<file path="config.mk">
export PLATFORM = sky130hd
export DESIGN_NAME = csa_accum_ctrl_flat
export DESIGN_NICKNAME = d
export VERILOG_FILES = /design/src/rtl/csa_accum_ctrl_if.sv /design/src/rtl/csa_accum_ctrl.sv /design/src/flat_wrapper.sv
export SDC_FILE = /design/constraint.sdc
export NUM_CORES = 2
export LEC_CHECK = 0
export ABC_AREA = 1
export ABC_CLOCK_PERIOD_IN_PS = 4800
export BUFFER_PORTS_ARGS = -buffer_cell sky130_fd_sc_hd__buf_4
export CORE_AREA = 2 2 303 305
export CTS_BUF_LIST = sky130_fd_sc_hd__clkbuf_2
export CTS_CLUSTER_DIAMETER = 200
export CTS_CLUSTER_SIZE = 12
export DETAILED_ROUTE_END_ITERATION = 12
export DIE_AREA = 0 0 305 307
export PLACE_DENSITY_LB_ADDON = 0.25
export RECOVER_POWER = 100
export SYNTH_ARGS = -nofsm -noshare
export SYNTH_HDL_FRONTEND = slang
export SYNTH_SLANG_ARGS = --single-unit
export TNS_END_PERCENT = 10
</file>
<file path="constraint.sdc">
create_clock -name clk -period 4.8 [get_ports clk]
set_input_delay 0.24 -clock clk [delete_from_list [all_inputs] [get_ports clk]]
set_output_delay 0.24 -clock clk [all_outputs]
set_load 0.005 [all_outputs]
</file>
<file path="src/rtl/csa_accum_ctrl_if.sv">
// rtl/csa_accum_ctrl_if.sv - operand/result handshake bundle for csa_accum_ctrl
interface csa_accum_ctrl_if #(
  parameter int DATA_SIZE = 256
);
  logic                 in_valid;
  logic                 in_ready;
  logic [DATA_SIZE-1:0] in_data;
  logic                 in_last;
  logic                 out_valid;
  logic                 out_ready;
  logic [DATA_SIZE-1:0] out_data;

  modport master (
    output in_valid, in_data, in_last, out_ready,
    input  in_ready, out_valid, out_data
  );

  modport slave (
    input  in_valid, in_data, in_last, out_ready,
    output in_ready, out_valid, out_data
  );
endinterface

</file>
<file path="src/rtl/csa_accum_ctrl.sv">
// rtl/csa_accum_ctrl.sv - CSA multi-operand accumulator with chunked final carry-propagate add
// Optional operand counter output op_cnt enabled by defining CSA_ACCUM_CNT_EN.
module csa_accum_ctrl #(
  parameter int DATA_SIZE = 256,
  parameter int CPA_WIDTH = 64
) (
  input  logic             clk,
  input  logic             rst,
  csa_accum_ctrl_if.slave  bus,
  output logic             busy
`ifdef CSA_ACCUM_CNT_EN
  ,
  output logic [15:0]      op_cnt
`endif
);
  localparam int NCHUNK = DATA_SIZE / CPA_WIDTH;
  localparam int KW     = (NCHUNK > 1) ? $clog2(NCHUNK) : 1;
  localparam logic [KW-1:0] K_LAST = KW'(NCHUNK - 1);

  typedef enum logic [1:0] {
    IDLE    = 2'd0,
    ACCUM   = 2'd1,
    RESOLVE = 2'd2,
    DONE    = 2'd3
  } state_t;

  state_t               state_q, state_d;
  logic [DATA_SIZE-1:0] s_q, s_d;
  logic [DATA_SIZE-1:0] c_q, c_d;
  logic [DATA_SIZE-1:0] res_q, res_d;
  logic [KW-1:0]        k_q, k_d;
  logic                 cy_q, cy_d;

  logic                 in_xfer;
  logic [DATA_SIZE-1:0] csa_s;
  logic [DATA_SIZE-1:0] csa_c;
  logic [CPA_WIDTH:0]   chunk_sum;
  int                   kidx;

  assign bus.in_ready  = (state_q == IDLE) | (state_q == ACCUM);
  assign bus.out_valid = (state_q == DONE);
  assign bus.out_data  = res_q;
  assign busy          = (state_q != IDLE);
  assign in_xfer       = bus.in_valid & bus.in_ready;

  // Carry vector shifted left by one; the carry out of the MSB wraps away (mod 2^DATA_SIZE).
  assign csa_s = s_q ^ c_q ^ bus.in_data;
  assign csa_c = ((s_q & c_q) | (s_q & bus.in_data) | (c_q & bus.in_data)) << 1;

  assign kidx      = int'(k_q);
  assign chunk_sum = {1'b0, s_q[kidx*CPA_WIDTH +: CPA_WIDTH]}
                   + {1'b0, c_q[kidx*CPA_WIDTH +: CPA_WIDTH]}
                   + {{CPA_WIDTH{1'b0}}, cy_q};

  always_comb begin
    state_d = state_q;
    s_d     = s_q;
    c_d     = c_q;
    res_d   = res_q;
    k_d     = k_q;
    cy_d    = cy_q;
    case (state_q)
      IDLE: begin
        if (in_xfer) begin
          s_d     = bus.in_data;
          c_d     = '0;
          k_d     = '0;
          cy_d    = 1'b0;
          state_d = bus.in_last ? RESOLVE : ACCUM;
        end
      end
      ACCUM: begin
        if (in_xfer) begin
          s_d  = csa_s;
          c_d  = csa_c;
          k_d  = '0;
          cy_d = 1'b0;
          if (bus.in_last) state_d = RESOLVE;
        end
      end
      RESOLVE: begin
        res_d[kidx*CPA_WIDTH +: CPA_WIDTH] = chunk_sum[CPA_WIDTH-1:0];
        cy_d = chunk_sum[CPA_WIDTH];
        if (k_q == K_LAST) state_d = DONE;
        else               k_d = k_q + KW'(1);
      end
      DONE: begin
        if (bus.out_ready) state_d = IDLE;
      end
      default: state_d = IDLE;
    endcase
  end

  always_ff @(posedge clk) begin
    if (rst) begin
      state_q <= IDLE;
      s_q     <= '0;
      c_q     <= '0;
      res_q   <= '0;
      k_q     <= '0;
      cy_q    <= 1'b0;
    end else begin
      state_q <= state_d;
      s_q     <= s_d;
      c_q     <= c_d;
      res_q   <= res_d;
      k_q     <= k_d;
      cy_q    <= cy_d;
    end
  end

`ifdef CSA_ACCUM_CNT_EN
  logic [15:0] cnt_q, cnt_d;

  always_comb begin
    cnt_d = cnt_q;
    if (in_xfer) begin
      if (state_q == IDLE)          cnt_d = 16'd1;
      else if (cnt_q != 16'hFFFF)   cnt_d = cnt_q + 16'd1;
    end
  end

  always_ff @(posedge clk) begin
    if (rst) cnt_q <= '0;
    else     cnt_q <= cnt_d;
  end

  assign op_cnt = cnt_q;
`endif
endmodule

</file>
<file path="src/flat_wrapper.sv">
// flat-port wrapper written by rule: the top's interface ports become plain ports
module csa_accum_ctrl_flat 
#(
  parameter int DATA_SIZE = 256,
  parameter int CPA_WIDTH = 64
)
  (clk, rst, busy, bus_in_valid, bus_in_data, bus_in_last, bus_out_ready, bus_in_ready, bus_out_valid, bus_out_data);
  csa_accum_ctrl_if #(.DATA_SIZE(DATA_SIZE)) bus_i ();
  input  logic clk;
  input  logic rst;
  output logic busy;
  input wire logic [$bits(bus_i.in_valid)-1:0] bus_in_valid;
  input wire logic [$bits(bus_i.in_data)-1:0] bus_in_data;
  input wire logic [$bits(bus_i.in_last)-1:0] bus_in_last;
  input wire logic [$bits(bus_i.out_ready)-1:0] bus_out_ready;
  output wire logic [$bits(bus_i.in_ready)-1:0] bus_in_ready;
  output wire logic [$bits(bus_i.out_valid)-1:0] bus_out_valid;
  output wire logic [$bits(bus_i.out_data)-1:0] bus_out_data;
  assign bus_i.in_valid = bus_in_valid;
  assign bus_i.in_data = bus_in_data;
  assign bus_i.in_last = bus_in_last;
  assign bus_i.out_ready = bus_out_ready;
  assign bus_in_ready = bus_i.in_ready;
  assign bus_out_valid = bus_i.out_valid;
  assign bus_out_data = bus_i.out_data;
  csa_accum_ctrl #(.DATA_SIZE(DATA_SIZE), .CPA_WIDTH(CPA_WIDTH)) u_core (.clk(clk), .rst(rst), .bus(bus_i), .busy(busy));
endmodule
</file>
; ---- Word level (Yosys, flattened, before mapping)
; Cells that the tools add are included.
[classes]
addsub = 4
n_eq_ne = 11
n_shift = 4
muxes = 19
n_bitwise = 9
reduce_logical = 9
[op_table]
columns = cell, n
row1 = $mux 256, 4
row2 = $pmux 256 s2, 2
row3 = $and 255x255->255, 3
row4 = $shiftx 256x9->64, 2
row5 = $xor 256x256->256, 2
row6 = $or 255x255->255, 2
row7 = $bwmux 256, 1
row8 = $shift 64x33->256 const A, 1
row9 = $shiftx 64x33->256, 1
row10 = $add 64x64->65, 1
row11 = $add 65x1->65, 1
row12 = $neg 8->33, 1
row13 = $mux 2, 8
row14 = $ne 2x1->1 const B, 4
row15 = $pmux 2 s4, 1
row16 = $eq 2x2->1 const B, 3
row17 = $ne 2x2->1 const B, 3
row18 = $reduce_and 3->1, 2
row19 = $reduce_bool 2->1, 3
row20 = $reduce_and 5->1, 1
row21 = $pmux 2 s2, 1
row22 = $add 2x1->2 const B, 1
row23 = $eq 2x1->1 const B, 1
row24 = $logic_not 2->1, 1
row25 = other kinds (6), 6
[totals]
regBits = 773
in_bits = 261
out_inout_bits = 259
wordCells = 62

; ---- Longest topological paths before layout
[logic_depth]
word_depth = 5
mapped_depth = 23
depth_no_buf = 21

; ---- Least setup slack after synthesis
; No wires, ideal clock.
[synth_timing]
path_kind = register -> register
start = register u_core.k_q[0]
end = register u_core.res_q[220] (netlist: u_core.bus.out_data[220])
setup_ns = 0.071
arrival_time_ns = 3.272
required_ns = 4.729
slack_ns = 1.456
path_stages_with_launch = 20
n_path_buf = 3
period_less_slack_ns = 3.344
path_cell_list = dfxtp_1 clkbuf_1 clkbuf_1 buf_2 a31oi_1 fa_1 fa_1 nand3_1 nand3_1 nand2_1 nand2_2 nand2_1 nand2_1 nand2_1 nand2_2 xor2_2 nand2_1 nor2_2 nand2_1 a21oi_1
[synth_between]
elab_chain_len = 5
word_cells_on_any_way = 8
classes_between = add/sub (3) / shift (4) / mux (1)
[synth_lines]
columns = item, line
row1 = "start, declared", csa_accum_ctrl.sv:31  ; logic [KW-1:0] k_q, k_d;
row2 = "start signal, assigned", csa_accum_ctrl.sv:107  ; k_q <= k_d;
row3 = "$shiftx 256x9->64, on equally long branches", "csa_accum_ctrl.sv:51, csa_accum_ctrl.sv:52"
row4 = $add 64x64->65, csa_accum_ctrl.sv:52  ; + {1'b0, c_q[kidx*CPA_WIDTH +: CPA_WIDTH]}
row5 = $add 65x1->65, csa_accum_ctrl.sv:53  ; + {{CPA_WIDTH{1'b0}}, cy_q};
row6 = $shiftx 64x33->256, csa_accum_ctrl.sv:82  ; res_d[kidx*CPA_WIDTH +: CPA_WIDTH] = chunk_sum[CPA_WIDTH-1:0];
row7 = $bwmux 256 (*), csa_accum_ctrl.sv:82
row8 = "end signal, assigned", csa_accum_ctrl.sv:106  ; res_q <= res_d;
row9 = "end, declared", csa_accum_ctrl.sv:30  ; logic [DATA_SIZE-1:0] res_q, res_d;
; Mark *: on every way between the ends. The rest lies on a longest branch, timed or not.
; A chain may end at the register's enable or synchronous reset.

; ---- Final worst setup path
[layout_timing]
start = register u_core.k_q[0]
end = register u_core.res_q[229] (netlist: u_core.bus.out_data[229])
; Same word-level chain as after synthesis.

==> impl_metrics.tcl <==
set metrics [dict create \
    path_max_fanout 84 \
    worstRegToRegCells 8 \
    yosysWarnings 0 \
    yosysSeqAreaShare_pct 33.1 \
    dr.pass1.iters 9 \
    crit_required_ps 5890 \
    layout_commonest_cell "nand2_1" \
    grt_pass1_vias 46700 \
    synth_seq_cells 772 \
    crit_chain "inv_8 > buf_4 > buf_2 > ha_1 > nor2_1 > buf_12 > nand4_1 > a21oi_1" \
    rsz0062_at_grt "no" \
    fp.dieW_um 305 \
    setup_viol 0 \
    path_class "reg2reg" \
    synth_area_um2 46700 \
    syn_avg_cell_area_um2 7.19 \
    cts.sinks 772 \
    cts-root-buf "clkbuf_2" \
    status "finished, violations left" \
    drt_drc_violations_left 0 \
    grt_max_degree 174 \
    dpl.hpwl_mm 119 \
    fin_hold_ws_ps 62.5 \
    cts_inserted_buffers 74 \
    clockBufferDepth 3 \
    cellPowerDensity_nw_per_um2 428 \
    drive_gt1_share_pct 12.6 \
    drt_iter0_drc 6241 \
    gp_congestion 1.01 \
    synthCells 6504 \
    grt_overflow_total 0 \
    clkLatencyLatePin_ps 1280 \
    core_area_um2 90700 \
    final_cell_mix "nand2_1, inv_1, a21oi_1" \
    ys_top_cells_by_area "dfxtp_1, fa_1, nand2_1" \
    ant_nets 0 \
    hold_class "in2reg" \
    fin_nets 8088 \
    yosysTopAreaCell "dfxtp_1" \
    slowest_stage "nor2_1" \
    cts_tree "built" \
    vdd_ir_drop_max_mv 0.454 \
    fill_cells 7778 \
    path_clk_slew_ps 240 \
    rows 111 \
    slew_violations 554 \
    route.vias.total 49100 \
    io_buffers 519 \
    hold_end "u_core.c_q[85]" \
    htreeDepth 3 \
    routed_via_density 5.63 \
    fin_crit_sh_pct 94.6 \
    async_reset_ff_share_pct 0 \
    max_cap_viol_count 8 \
    ios 520 \
    dieArea_um2 93600 \
    synth_edf_count 0 \
    worstReg2RegStart "u_core.k_q[0]" \
    timing_hold_violations_final 0 \
    violations "max-capacitance violations, max-slew violations" \
    cp-start-kind "register" \
    grt_pass1_wl_mm 270 \
    initial_core_util_pct 51.5 \
    synthToLayoutAreaGrowth_pct 26.1 \
    synth.top_cell.area_share_pct 33.1 \
    syn_nets 7095 \
    timing.fmax_ghz 0.220 \
    crit_path_end_kind "register" \
    hold_depth 6 \
    crit_start "u_core.k_q[0]" \
    finalSetupTns_ps 0 \
    ys_types 47 \
    crit_arrival_ps 5630 \
    min-delay-start "bus_in_data[84]" \
    skew_ps 136 \
    min_period_ps 4540 \
    drt_wl_total_mm 177 \
    tightest_slew_ps 2100 \
    r2r_end "u_core.bus.out_data[229]" \
    grt_usage_pct 36.6 \
    cpPeakStageDelay_ps 1330 \
    wl_per_cell_um 20.2 \
    leakage_nw 23.9 \
    reg2reg_slack_ps 260 \
    ys.flop_type "dfxtp_1" \
    antenna_found_initial 42 \
    die_h_um 307 \
    slew_headroom_pct -40.1 \
]
## sequential cells by signal, summed over array words and instances (netlist names)
signal               count
u_core.state_q           2
u_core.k_q               2
u_core.bus.out_data    256
u_core.cy_q              1
u_core.c_q             255
u_core.s_q             256
## per-stage QoR
step | cell area, um^2 | instances | power (mW) | setup slack [ps] | utilization [%]
detailed placement | 51400 | 7867 | 20.9 | 884 | 56.7
CTS | 59300 | 8687 | 24.7 | 434 | 65.3
floorplan | 46700 | 6504 | 16.1 | 1460 | -
finish | 58900 | 8720 | 25.2 | 261 | 65.0
global route | 58900 | 8703 | 26.6 | 110 | 64.9
global placement | 51400 | 7867 | 20.7 | 944 | 56.7
## layout make-up
cell class	count	area, um^2	area share (%)
diodes	33	82.6	0.140
clock buffers	77	385	0.654
clock inverters	3	42.5	0.0722
inverters	1080	4080	6.93
multi-input cells	4236	25600	43.5
flip-flops and latches	772	15500	26.2
well taps	1186	1480	2.52
repair buffers	1333	11800	20.0
## Yosys cell counts, types with 14 or more instances
library cell	count
a211oi_1	509
a21oi_1	932
buf_1	14
buf_2	17
clkbuf_1	385
dfxtp_1	772
fa_1	256
ha_1	74
inv_1	1069
nand2_1	1345
nand2_2	21
nand3_1	119
nand4_1	69
nor2_1	387
nor2_2	21
o21ai_0	143
or2_2	255
xor2_1	20
xor2_2	14
## kinds of logic (layout without fill, tap and decap cells)
| logic type | after synthesis | count (layout) | synth area share [%] |
|---|---|---|---|
| AOI/OAI and AO/OA | 1609 | 1609 | 20.1 |
| xor gates and xnor gates | 38 | 38 | 0.937 |
| adders and majority gates | 330 | 330 | 12.9 |
| buffers and inverters | 1496 | 2493 | 12.1 |
| DFF | 772 | 772 | 33.1 |
| other | 0 | 33 | 0 |
| and+or+nand+nor | 2259 | 2259 | 20.9 |
## metal layers
| layer | vias to the layer above | routed length (um) | global-route usage, % |
|---|---|---|---|
| met5 | - | 136 | 0 |
| met4 | 22 | 7230 | 14.0 |
| met3 | 512 | 18000 | 7.92 |
| met2 | 2643 | 77700 | 56.6 |
| met1 | 23200 | 73500 | 50.0 |
| li1 | 22700 | - | - |
## worst max-delay path, delay by kind of cell (launching register included)
family,cells,cell delay (ps)
and+or+nand+nor,2,1460
AOI/OAI and AO/OA,1,180
buffers and inverters,4,1880
adders and majority gates,1,420
DFF,1,430
## worst max path at each step
stage / slack [ps] / end
final: 260 / u_core.bus.out_data[229]
after global routing: 110 / u_core.bus.out_data[230]
after CTS: 430 / u_core.state_q[0]
after detailed placement: 880 / u_core.bus.out_data[108]
after global placement: 940 / u_core.bus.out_data[254]
after floorplan: 1460 / u_core.bus.out_data[220]
## report_power, final
part	total, mW	switching [mW]	internal, mW
logic	14.6	9.85	4.75
registers	7.87	0.543	7.32
clock network	2.74	2.27	0.475
total	25.2	12.7	12.5
## timing repair
action	4_1_cts	5_1_grt
endpoints found under the setup margin	0	0
buffers inserted	0	0
gates resized for setup	0	0
hold buffers	740	0
endpoints found under the hold margin	716	0
No activity file was read; power rests on OpenSTA's default activity.
